`src/rtl/abm_mem_pkg.sv`:
```
// rtl/abm_mem_pkg.sv - shared types and constants for the strobe-RAM sequencer
//
// Purpose: FSM state encoding plus default geometry of the 16x8 strobe RAM.
// Ports: none (package).
package abm_mem_pkg;

    localparam int ABM_ADDR_W = 4;
    localparam int ABM_DATA_W = 8;
    localparam int ABM_DEPTH  = 1 << ABM_ADDR_W;

    typedef enum logic [2:0] {
        INIT_SETUP  = 3'd0,
        INIT_STROBE = 3'd1,
        INIT_HOLD   = 3'd2,
        IDLE        = 3'd3,
        SETUP       = 3'd4,
        STROBE      = 3'd5,
        FINISH      = 3'd6,
        RESP        = 3'd7
    } state_e;

endpackage

```
`src/rtl/ram_sequencer.sv`:
```
// rtl/ram_sequencer.sv - valid/ready front-end that sequences strobe-RAM pin activity
//
// Purpose: turns single-cycle read/write requests into setup / strobe / hold
// pin sequences on an asynchronous-strobe RAM, and sweeps the RAM to INIT_VAL
// after every reset.
// Ports:
//   clk, rst                      clock, synchronous active-high reset
//   req_valid/req_ready           request handshake (ready only in IDLE)
//   req_we/req_addr/req_wdata     request payload
//   rsp_valid/rsp_rdata           one-cycle completion pulse, read data
//   init_done                     post-reset sweep finished
//   mem_en_n                      RAM enable (rstn pin), low after reset
//   mem_addr/mem_wdata            RAM address and write data
//   mem_write_bar/mem_read_bar    active-low strobes
//   mem_oe_n/mem_rdata            active-low output enable, RAM read data
module ram_sequencer
    import abm_mem_pkg::*;
#(
    parameter int                ADDR_W     = ABM_ADDR_W,
    parameter int                DATA_W     = ABM_DATA_W,
    parameter int                STROBE_CYC = 1,
    parameter bit                INIT_EN    = 1'b1,
    parameter logic [DATA_W-1:0] INIT_VAL   = '0
) (
    input  logic              clk,
    input  logic              rst,
    input  logic              req_valid,
    output logic              req_ready,
    input  logic              req_we,
    input  logic [ADDR_W-1:0] req_addr,
    input  logic [DATA_W-1:0] req_wdata,
    output logic              rsp_valid,
    output logic [DATA_W-1:0] rsp_rdata,
    output logic              init_done,
    output logic              mem_en_n,
    output logic [ADDR_W-1:0] mem_addr,
    output logic [DATA_W-1:0] mem_wdata,
    output logic              mem_write_bar,
    output logic              mem_read_bar,
    output logic              mem_oe_n,
    input  logic [DATA_W-1:0] mem_rdata
);

    localparam int              SW        = (STROBE_CYC > 1) ? $clog2(STROBE_CYC) : 1;
    localparam logic [SW-1:0]   STB_LOAD  = SW'(STROBE_CYC - 1);
    // One spare bit keeps the terminal compare distinct from wrap-around.
    localparam logic [ADDR_W:0] LAST_ADDR = {1'b0, {ADDR_W{1'b1}}};

    // run_q is low for the first cycle after reset so the FSM picks its
    // starting state (sweep or idle) on the release edge.
    logic              run_q;
    state_e            state_q, state_d;
    logic [ADDR_W:0]   cnt_q, cnt_d;
    logic [SW-1:0]     stb_q, stb_d;
    logic              we_q, we_d;
    logic [ADDR_W-1:0] addr_q, addr_d;
    logic [DATA_W-1:0] wdata_q, wdata_d;

    logic              req_ready_q, req_ready_d;
    logic              rsp_valid_q, rsp_valid_d;
    logic [DATA_W-1:0] rsp_rdata_q, rsp_rdata_d;
    logic              init_done_q, init_done_d;
    logic              mem_en_n_q;
    logic [ADDR_W-1:0] mem_addr_q, mem_addr_d;
    logic [DATA_W-1:0] mem_wdata_q, mem_wdata_d;
    logic              write_bar_q, write_bar_d;
    logic              read_bar_q, read_bar_d;
    logic              oe_n_q, oe_n_d;
    logic              in_sweep, in_access;

    always_comb begin
        state_d     = state_q;
        cnt_d       = cnt_q;
        stb_d       = stb_q;
        we_d        = we_q;
        addr_d      = addr_q;
        wdata_d     = wdata_q;
        rsp_rdata_d = rsp_rdata_q;

        if (!run_q) begin
            cnt_d   = '0;
            state_d = INIT_EN ? INIT_SETUP : IDLE;
        end else begin
            case (state_q)
                INIT_SETUP: begin
                    stb_d   = STB_LOAD;
                    state_d = INIT_STROBE;
                end
                INIT_STROBE: begin
                    if (stb_q == '0) state_d = INIT_HOLD;
                    else             stb_d   = stb_q - SW'(1);
                end
                INIT_HOLD: begin
                    if (cnt_q == LAST_ADDR) begin
                        state_d = IDLE;
                    end else begin
                        cnt_d   = cnt_q + (ADDR_W+1)'(1);
                        state_d = INIT_SETUP;
                    end
                end
                IDLE: begin
                    // req_ready is registered high exactly while in IDLE.
                    if (req_valid) begin
                        we_d    = req_we;
                        addr_d  = req_addr;
                        wdata_d = req_wdata;
                        state_d = SETUP;
                    end
                end
                SETUP: begin
                    stb_d   = STB_LOAD;
                    state_d = STROBE;
                end
                STROBE: begin
                    if (stb_q == '0) state_d = FINISH;
                    else             stb_d   = stb_q - SW'(1);
                end
                FINISH: begin
                    // oe_n is low during this cycle; capture at its end.
                    if (!we_q) rsp_rdata_d = mem_rdata;
                    state_d = RESP;
                end
                RESP:    state_d = IDLE;
                default: state_d = IDLE;
            endcase
        end

        // Outputs are registered copies of what the next state requires.
        in_sweep  = (state_d == INIT_SETUP) || (state_d == INIT_STROBE) || (state_d == INIT_HOLD);
        in_access = (state_d == SETUP) || (state_d == STROBE) || (state_d == FINISH);

        req_ready_d = (state_d == IDLE);
        rsp_valid_d = (state_d == RESP);
        init_done_d = init_done_q | (state_d == IDLE);

        mem_addr_d  = mem_addr_q;
        mem_wdata_d = mem_wdata_q;
        if (in_sweep) begin
            mem_addr_d  = cnt_d[ADDR_W-1:0];
            mem_wdata_d = INIT_VAL;
        end else if (in_access) begin
            mem_addr_d  = addr_d;
            mem_wdata_d = wdata_d;
        end

        write_bar_d = !((state_d == INIT_STROBE) || ((state_d == STROBE) && we_d));
        read_bar_d  = !((state_d == STROBE) && !we_d);
        oe_n_d      = !((state_d == FINISH) && !we_d);
    end

    always_ff @(posedge clk) begin
        if (rst) begin
            run_q       <= 1'b0;
            state_q     <= IDLE;
            cnt_q       <= '0;
            stb_q       <= '0;
            we_q        <= 1'b0;
            addr_q      <= '0;
            wdata_q     <= '0;
            req_ready_q <= 1'b0;
            rsp_valid_q <= 1'b0;
            rsp_rdata_q <= '0;
            init_done_q <= 1'b0;
            mem_en_n_q  <= 1'b1;
            mem_addr_q  <= '0;
            mem_wdata_q <= '0;
            write_bar_q <= 1'b1;
            read_bar_q  <= 1'b1;
            oe_n_q      <= 1'b1;
        end else begin
            run_q       <= 1'b1;
            state_q     <= state_d;
            cnt_q       <= cnt_d;
            stb_q       <= stb_d;
            we_q        <= we_d;
            addr_q      <= addr_d;
            wdata_q     <= wdata_d;
            req_ready_q <= req_ready_d;
            rsp_valid_q <= rsp_valid_d;
            rsp_rdata_q <= rsp_rdata_d;
            init_done_q <= init_done_d;
            mem_en_n_q  <= 1'b0;
            mem_addr_q  <= mem_addr_d;
            mem_wdata_q <= mem_wdata_d;
            write_bar_q <= write_bar_d;
            read_bar_q  <= read_bar_d;
            oe_n_q      <= oe_n_d;
        end
    end

    assign req_ready     = req_ready_q;
    assign rsp_valid     = rsp_valid_q;
    assign rsp_rdata     = rsp_rdata_q;
    assign init_done     = init_done_q;
    assign mem_en_n      = mem_en_n_q;
    assign mem_addr      = mem_addr_q;
    assign mem_wdata     = mem_wdata_q;
    assign mem_write_bar = write_bar_q;
    assign mem_read_bar  = read_bar_q;
    assign mem_oe_n      = oe_n_q;

endmodule

```
`config.mk`:
```
export PLATFORM = sky130hd
export DESIGN_NAME = ram_sequencer
export DESIGN_NICKNAME = d
export VERILOG_FILES = /design/src/rtl/abm_mem_pkg.sv /design/src/rtl/ram_sequencer.sv
export SDC_FILE = /design/constraint.sdc
export NUM_CORES = 1
export LEC_CHECK = 0
export BUFFER_PORTS_ARGS = -buffer_cell sky130_fd_sc_hd__buf_4
export CORE_ASPECT_RATIO = 1.75
export CORE_MARGIN = 4
export CORE_UTILIZATION = 55
export DETAILED_ROUTE_END_ITERATION = 10
export PLACE_DENSITY = 0.88
export SLEW_MARGIN = 15
export SYNTH_ARGS = -nofsm -noshare
export SYNTH_HDL_FRONTEND = slang
export SYNTH_SLANG_ARGS = --single-unit
```
`constraint.sdc`:
```
create_clock -name clk -period 3.6 [get_ports clk]
set_input_delay 0.36 -clock clk [delete_from_list [all_inputs] [get_ports clk]]
set_output_delay 0.36 -clock clk [all_outputs]
set_load 0.1 [all_outputs]
```
==> reports/metrics.csv, run 1 <==
metric,value,unit
clockBufferDepth,2,
via_count,1474,
finalWirelength,3815,µm
p_leak,1.032,nW
area_growth,24.13,%
vias_per_cell,5.302,
yosysTopAreaCell,dfxtp_1,
max_freq,0.4254,GHz
post-cts-setup-buffers,0,
tightest_slew,0.6706,ns
gp_congestion,0.7922,
drt_first_pass_iters,4,
row_count,27,
skew,0.003664,ns
design.die.area,4448,µm²
setup.worst_path.end_class,flop,
cpPeakStageDelay,0.50,ns
ys_async_sr_fraction,0,
clkTransAtPathRegs,0.08,ns
yosys_warnings,0,
yosysUniqueCellTypes,41,
cts_tree,built,
rsz0062_at_grt,no,
ys_ff_latch,49,
die_y,85.28,µm
period_share,0.6530,
relSlewSlack,0.5529,
cts_buffers,5,
synthesis.area,1877,µm²
fp.dieW,52.16,µm
synth_edf_count,0,
io_pins,51,
drive_above_1_share,0.2809,
ant_nets,0,
gr-total-overflow,0,
vdd_ir_drop_max,0.3690,mV
coreArea,3209,µm²
finalMaxSlewViolations,0,
ys_top_cells_by_area,"dfxtp_1, mux2i_1, nor2_1, a211oi_1, buf_6",
crit_chain,ha_1 -> and3_1 -> ha_1 -> nor4b_4 -> nand4_1 -> xor2_1 -> nor3b_2 -> a221o_1,
fin_area,2330,µm²
htreeDepth,2,
grt_antenna_before_repair,0,
grt_pass1_wl,6451,µm
outcome,completed,
setup_violations,0,
num_antenna_cells,0,
initialDrtViolationCount,34,
gr-usage-met1,0.2135,
fillCellCount,258,
dp_hpwl,2805,µm
cap_violations,0,
ys_seq_area_frac,0.5227,
cts.sinks,49,
setup_tns,0,ns
start_util,0.5848,
wire_per_inst,13.72,µm
hold_viol,0,
first_global_vias,1423,
crit_path_frequent_cell,ha_1,
powerDensity,437.9,nW/µm²
synth_nets,215,
portBuffers,50,
grt_max_degree,30,
placed_area,2243,µm²
hold_path.class,in -> reg,
syn_area_per_cell,9.930,µm²
period_needed,2.351,ns
cp_max_fo,7,
start_kind,flop,
synth_top_cell_area_share,0.5227,
grt-busiest-layer,met2,
cts_hold_buf,0,
crit_type,reg -> reg,
ys.flop_type,dfxtp_1,
drcViolationCount,0,
slowest_stage,nor4b_4,
track_usage,0.1906,
nNetsFinal,261,
cp.arrival,2.54,ns
ctsResizeCount,0,
synthesis.instances,189,
clk_latency,0.29,ns
critical_path_required,3.79,ns
grtUsageMet3,0.05448,
cts_root_buf,clkbuf_8,
grtUsageMet2,0.3253,
area by class of cell:
| type | instances | area [µm²] | area share |
|---|---|---|---|
| multi-input cells | 124 | 810.8 | 0.3480 |
| clock buffers | 7 | 86.33 | 0.03706 |
| flip-flops and latches | 49 | 980.9 | 0.4211 |
| repair buffers | 51 | 382.9 | 0.1643 |
| inverters | 4 | 15.01 | 0.006445 |
| well taps | 43 | 53.80 | 0.02309 |
path summary, 6_finish.rpt:
path                     start            to  slack, ns  cells after the start
setup / recovery      cnt_q[0]   mem_addr[3]       1.25                      8
setup reg to reg      cnt_q[0]   mem_addr[3]       1.25                      8
hold reg to reg      addr_q[1]     addr_q[1]       0.46                      2
hold / removal    mem_rdata[4]  rsp_rdata[4]       0.30                      3
cell usage after synthesis, types with 3 or more instances:
library cell,instances
mux2i_1,20
o21ai_1,3
a21oi_1,6
nor3_1,3
o21a_1,3
nand3_1,3
a211oi_1,10
nand2_1,8
nor2_1,37
buf_6,3
clkbuf_1,4
buf_2,4
dfxtp_1,49
kinds of logic (layout without fill, tap and decap cells):
group                    Yosys count  count (layout)  synth area share
AO/OA/AOI/OAI                     30              30            0.1067
adder cells (fa/ha/maj)            2               2           0.01333
flip-flops                        49              49            0.5227
AND/OR/NAND/NOR                   68              68            0.1820
multiplexers                      21              21            0.1127
XOR/XNOR                           3               3           0.01400
buffers and inverters             16              62           0.04867
sequential cells by signal, indices dropped and copies added (netlist names):
signal,flops
state_q,3
mem_wdata,8
mem_oe_n,1
rsp_rdata,8
init_done,1
cnt_q,5
mem_addr,4
mem_read_bar,1
we_q,1
req_ready,1
wdata_q,8
rsp_valid,1
mem_en_n,1
mem_write_bar,1
addr_q,4
run_q,1
cells in the final DEF, fill, tap and decap left out, types with 2 or more instances in the layout:
master	n
o21ai_0	2
nand3b_1	2
mux2i_1	20
nor2_1	37
ha_1	2
buf_4	51
nand2_1	8
and3_1	2
nand3_1	3
nand2b_1	2
a211oi_1	10
nor3_1	3
o21a_1	3
a21oi_1	6
dfxtp_1	49
o21ai_1	3
inv_2	2
xnor2_1	2
clkbuf_8	6
inv_1	2
worst max-delay path, delay by kind of cell (launching register included):
| kind | cells | cell delay [ns] |
|---|---|---|
| adders and majority gates | 2 | 0.45 |
| DFF | 1 | 0.34 |
| xor gates and xnor gates | 1 | 0.26 |
| and+or+nand+nor | 4 | 0.95 |
| AOI/OAI and AO/OA | 1 | 0.25 |
report_power, final:
group,leakage (nW),switching [mW],internal [mW]
combinational,0.590,0.0886,0.0480
clock,0.0443,0.162,0.152
sequential,0.398,0.0126,0.556
stage by stage:
stage               worst slack [ns]  hold slack, ns  utilization  power, mW  cells
floorplan                      1.464          0.3877            -     0.6812    189
CTS                            1.237          0.2927       0.7259      1.028    278
finish                         1.249          0.2985       0.7259      1.020    278
global route                   1.064          0.3001       0.7259      1.063    278
global placement               1.379          0.4392       0.6990     0.7154    271
detailed placement             1.310          0.4446       0.6990     0.7185    271
routing by layer:
metal | share of wire | up-vias
met5 | 0 | -
met4 | 0.017 | 0
met3 | 0.052 | 7
met2 | 0.54 | 37
met1 | 0.39 | 694
li1 | - | 736
(Power assumes the default switching activity.)
==> run 2: changes to the inputs <==
Settings changed: CORE_UTILIZATION 55 to 51, PLACE_DENSITY 0.88 to 0.83.
Clock period 3.6 ns to 2.35 ns, I/O delays scaled along.
==> run 2 against run 1 <==
Effect of this change: wire length grew 1.2%; global-route usage fell by 0.86 points; register-to-register slack worse by 1.0 ns; combinational power rose by 62%; utilization fell by 4.3 points; hold slack got worse by 0.13 ns; final cell count is 2.9% higher; largest cell class unchanged; highest routed layer unchanged.
==> reports/metrics.csv, run 2 (synthesized netlist as in run 1, its figures left out) <==
metric,value,unit,change
cts_tree,built,,
cp-startpoint,cnt_q[0],,
grt_max_degree,30,,unchanged
htreeDepth,2,,unchanged
area_growth,26.27,%,
gr-total-overflow,0,,unchanged
min_to,rsp_rdata[1],,
finalMaxSlewViolations,0,,unchanged
ant_nets,0,,unchanged
nNetsFinal,266,,+1.9%
die_y,88.25,µm,+3.5%
fillCellCount,297,,+15%
crit_type,reg -> reg,,
reg2reg_depth,8,,unchanged
clkTransAtPathRegs,0.08,ns,about the same
powerDensity,659.8,nW/µm²,+51%
io_pins,51,,unchanged
wire_per_inst,13.50,µm,-1.6%
crit_path_frequent_cell,ha_1,,
post-cts-setup-buffers,0,,unchanged
grt_pass1_wl,6396,µm,-0.85%
ctsResizeCount,0,,unchanged
hold_viol,0,,unchanged
dp_hpwl,2900,µm,+3.4%
num_antenna_cells,0,,unchanged
post-place-ws,0.2043,ns,-1.106 ns
start_kind,flop,,
mostFrequentLayoutCells,"buf_4, dfxtp_1, nor2_1, mux2i_1, a211oi_1",,
cts_buffers,5,,unchanged
skew,0.006959,ns,+0.003295 ns
finalWirelength,3861,µm,+1.2%
track_usage,0.1820,,-0.008606
worst_slack,0.2225,ns,-1.027 ns
rsz0062_at_grt,no,,
first_global_vias,1461,,+2.7%
fp.dieW,53.86,µm,+3.3%
cp_max_fo,4,,-3
whs_path_depth,3,,unchanged
clockBufferDepth,2,,unchanged
design.die.area,4753,µm²,+6.9%
cpPeakStageDelay,0.36,ns,-0.14 ns
cap_violations,0,,unchanged
vdd_ir_drop_max,0.6689,mV,+81%
clk_latency,0.30,ns,about the same
gp_congestion,0.8692,,+9.7%
drt_first_pass_iters,4,,unchanged
row_count,28,,+3.7%
period_share,0.9053,,+0.2524
setup_violations,0,,unchanged
tightest_slew,0.3721,ns,-0.2986 ns
critical_path_required,2.54,ns,-1.25 ns
min_from,mem_rdata[1],,
r2r-start,cnt_q[0],,
drcViolationCount,0,,unchanged
crit_chain,ha_1 -> and3_1 -> ha_1 -> nor4b_4 -> nand4_1 -> xor2_1 -> nor3b_2 -> a221o_1,,
max_freq,0.4700,GHz,+10%
rrSetupSlack,0.22,ns,-1.03 ns
relSlewSlack,0.7449,,+0.1920
p_leak,1.056,nW,+2.3%
drive_above_1_share,0.3029,,+0.02205
r2r-end,mem_addr[3],,
period_needed,2.128,ns,-0.2231 ns
start_util,0.5411,,-0.04367
vias_per_cell,5.266,,-0.69%
setup.worst_path.end_class,flop,,
final_common_cell,buf_4,,
setup_tns,0,ns,unchanged
hold_path.class,in -> reg,,
coreArea,3468,µm²,+8.1%
cp.arrival,2.31,ns,-0.23 ns
grt_antenna_before_repair,0,,unchanged
cts.sinks,49,,unchanged
portBuffers,50,,unchanged
slowest_stage,nor4b_4,,
initialDrtViolationCount,12,,-65%
outcome,completed,,
cts_root_buf,clkbuf_8,,
via_count,1506,,+2.2%
-- run 2: repair_timing --
item | in CTS | in global routing
hold buffers | 0 | 0
setup endpoints to repair | 0 | 1
endpoints found under the hold margin | 0 | 0
-- run 2: final cells by class --
cell class                      count  area (µm²)  area share
Tap cell                           45       56.30     0.02376
Inverter                            4       15.01    0.006336
Clock inverter                      3       17.52    0.007392
Multi-Input combinational cell    124       810.8      0.3421
Clock buffer                        5       68.82     0.02904
Sequential cell                    49       980.9      0.4139
Timing Repair Buffer               56       420.4      0.1774
-- run 2: how the worst max path moves through the flow --
| stage | end | cells after the start |
|---|---|---|
| global placement | mem_addr[3] | 8 |
| global route | mem_addr[3] | 8 |
| CTS | mem_addr[3] | 8 |
| detailed placement | mem_addr[3] | 8 |
| finish | mem_addr[3] | 8 |
| floorplan | mem_addr[3] | 8 |
-- run 2: metal layers --
layer,part of all wire,vias to the layer above,GRT usage
met4,0.026,0,0.1000
met5,0,-,0
li1,-,748,-
met1,0.39,704,0.2028
met2,0.54,43,0.3113
met3,0.048,11,0.03710
-- run 2: report_power, final --
group | switching (mW) | total [mW] | internal (mW)
Combinational | 0.141 | 0.222 | 0.0810
Sequential | 0.0155 | 0.868 | 0.852
Clock | 0.268 | 0.474 | 0.206
-- run 2: critical path: cells and delay by family, from the launching register on --
family                     cells  cell delay (ns)
AOI/OAI and AO/OA              1             0.25
xor gates and xnor gates       1             0.22
adders and majority gates      2             0.43
DFF                            1             0.34
and+or+nand+nor                4             0.77
-- run 2: stage by stage --
step,cell area (µm²),utilization,hold WS [ns],power [mW],std cells
2_1_floorplan,1877,-,0.2627,1.044,189
3_3_place_gp,2283,0.6584,0.4381,1.107,278
3_5_place_dp,2283,0.6584,0.4501,1.110,278
4_1_cts,2370,0.6833,0.1673,1.579,286
5_1_grt,2370,0.6833,0.1928,1.630,286
6_report,2370,0.6833,0.1735,1.564,286
==> run 3: changes to the inputs <==
Settings changed: ABC_CLOCK_PERIOD_IN_PS set to 2350, PLACE_DENSITY 0.83 to 0.78, RECOVER_POWER set to 25.
==> run 3 against run 2 <==
Effect of this change: clock power up 5.5%; critical path depth up 1; global-route usage up 1.7 points; count of clock-buffer cells in the layout up 1; via count about the same; power up 1.7%; hold slack worse by 0.0020 ns; largest cell class unchanged.
==> reports/metrics.csv, run 3 (synthesized netlist as in run 1, its figures left out) <==
metric,value,unit,change
outcome,completed,,
clkTransAtPathRegs,0.09,ns,about the same
sw_frac_of_total,0.2673,,-0.004456
ant_nets,0,,unchanged
clk_latency,0.30,ns,about the same
cts.sinks,49,,unchanged
num_antenna_cells,0,,unchanged
mostFrequentLayoutCells,"dfxtp_1, buf_4, nor2_1, mux2i_1, clkbuf_1",,
final_common_cell,dfxtp_1,,
io_pins,51,,unchanged
portBuffers,50,,unchanged
grt_max_degree,30,,unchanged
vdd_ir_drop_max,0.5622,mV,-16%
cts_tree,built,,
initialDrtViolationCount,30,,+18
hold_path.class,in -> reg,,
combPwrFrac,0.141,,about the same
p_int,1.165,mW,+2.3%
design.die.area,4753,µm²,unchanged
powerDensity,683.9,nW/µm²,+3.6%
cp.arrival,2.27,ns,-0.04 ns
post-cts-setup-buffers,0,,unchanged
critical_path_required,2.53,ns,about the same
r2r-start,cnt_q[0],,
p_leak,0.9992,nW,-5.3%
ctsResizeCount,0,,unchanged
drcViolationCount,0,,unchanged
cts_buffers,5,,unchanged
row_count,28,,unchanged
start_kind,flop,,
tightest_slew,1.193,ns,+0.8206 ns
cp-startpoint,cnt_q[0],,
period_share,0.8874,,-0.01791
gr-total-overflow,0,,unchanged
drt_first_pass_iters,4,,unchanged
max_freq,0.4795,GHz,+2.0%
skew,0.003720,ns,-0.003239 ns
fp.dieW,53.86,µm,unchanged
finalMaxSlewViolations,0,,unchanged
grt_antenna_before_repair,0,,unchanged
rsz0062_at_grt,no,,
first_global_vias,1556,,+6.5%
cp_max_fo,4,,unchanged
setup.worst_path.end_class,flop,,
relSlewSlack,0.2083,,-0.5366
setup_tns,0,ns,unchanged
clockBufferDepth,2,,unchanged
min_from,mem_rdata[7],,
htreeDepth,2,,unchanged
power.total,1.590,mW,+1.7%
cts_root_buf,clkbuf_8,,
cts_hold_buf,0,,unchanged
clockPowerShare,0.314,,+0.011
track_usage,0.1993,,+0.01725
drive_above_1_share,0.2314,,-0.07150
via_count,1507,,+0.066%
area_growth,23.87,%,
die_y,88.25,µm,unchanged
nNetsFinal,268,,+0.75%
vias_per_cell,5.251,,-0.28%
seq_power_share,0.545,,-0.010
period_needed,2.085,ns,-0.04209 ns
hold_viol,0,,unchanged
gp_congestion,0.8089,,-6.9%
start_util,0.5411,,unchanged
netSwitchingPower,0.4250,mW,about the same
crit_type,reg -> reg,,
wire_per_inst,14.14,µm,+4.7%
setup_violations,0,,unchanged
coreArea,3468,µm²,unchanged
cap_violations,0,,unchanged
finalWirelength,4058,µm,+5.1%
grt_pass1_wl,6955,µm,+8.7%
dp_hpwl,3059,µm,+5.5%
-- run 3: cell types whose count changed in the layout (fill, tap and decap cells not counted) --
cell      previous run  this run
clkbuf_1             0        17
clkinv_2             2         0
inv_1                2         3
buf_4               56        41
inv_2                2         1
clkbuf_8             5         6
-- run 3: layout make-up --
| cell class | instances | area [µm²] |
|---|---|---|
| fillers | 308 | 1144 |
| flip-flops and latches | 49 | 980.9 |
| multi-input cells | 124 | 810.8 |
| repair buffers | 58 | 371.6 |
| clock buffers | 6 | 82.58 |
| well taps | 45 | 56.30 |
| inverters | 4 | 15.01 |
| clock inverters | 1 | 7.507 |
-- run 3: per-stage QoR --
step	util	instance area [µm²]	std cells	setup slack (ns)	hold slack, ns
4_1_cts	0.6887	2389	287	0.1778	0.1650
3_5_place_dp	0.6627	2298	280	0.2016	0.4522
2_1_floorplan	-	1877	189	0.2144	0.2627
3_3_place_gp	0.6627	2298	280	0.2747	0.4371
6_report	0.6703	2325	287	0.2646	0.1715
5_1_grt	0.6703	2325	287	0.05822	0.1826
-- run 3: layer usage --
metal / wire length (µm) / vias to the layer above / share of wire / track usage
met5: 0 / - / 0 / 0
met4: 73 / 0 / 0.018 / 0.08837
met3: 235 / 8 / 0.058 / 0.05734
met2: 2237 / 41 / 0.55 / 0.3576
met1: 1512 / 707 / 0.37 / 0.2047
li1: - / 751 / - / -
-- run 3: power by group through the flow --
stage	sequential, mW	clock (mW)	combinational (mW)
after global placement	0.885	0	0.225
after floorplan	0.944	0	0.0991
after detailed placement	0.886	0	0.228
after global routing	0.870	0.549	0.241
after CTS	0.867	0.515	0.229
final	0.867	0.500	0.223
-- run 3: final timing paths --
kind / depth (start not counted) / slack (ns) / endpoint
min reg2reg: 2 / 0.46 / addr_q[1]
min: 3 / 0.17 / rsp_rdata[7]
max: 9 / 0.26 / mem_addr[2]
max reg2reg: 9 / 0.26 / mem_addr[2]
-- run 3: critical path, cell delays in order, from the launching register on --
cell and delay (ns):
dfxtp_1 0.34, ha_1 0.21, and3_1 0.18, ha_1 0.24, nor4b_4 0.28, buf_4 0.18, nand2_1 0.06, xnor2_1 0.13
a311oi_1 0.27, a211oi_1 0.06
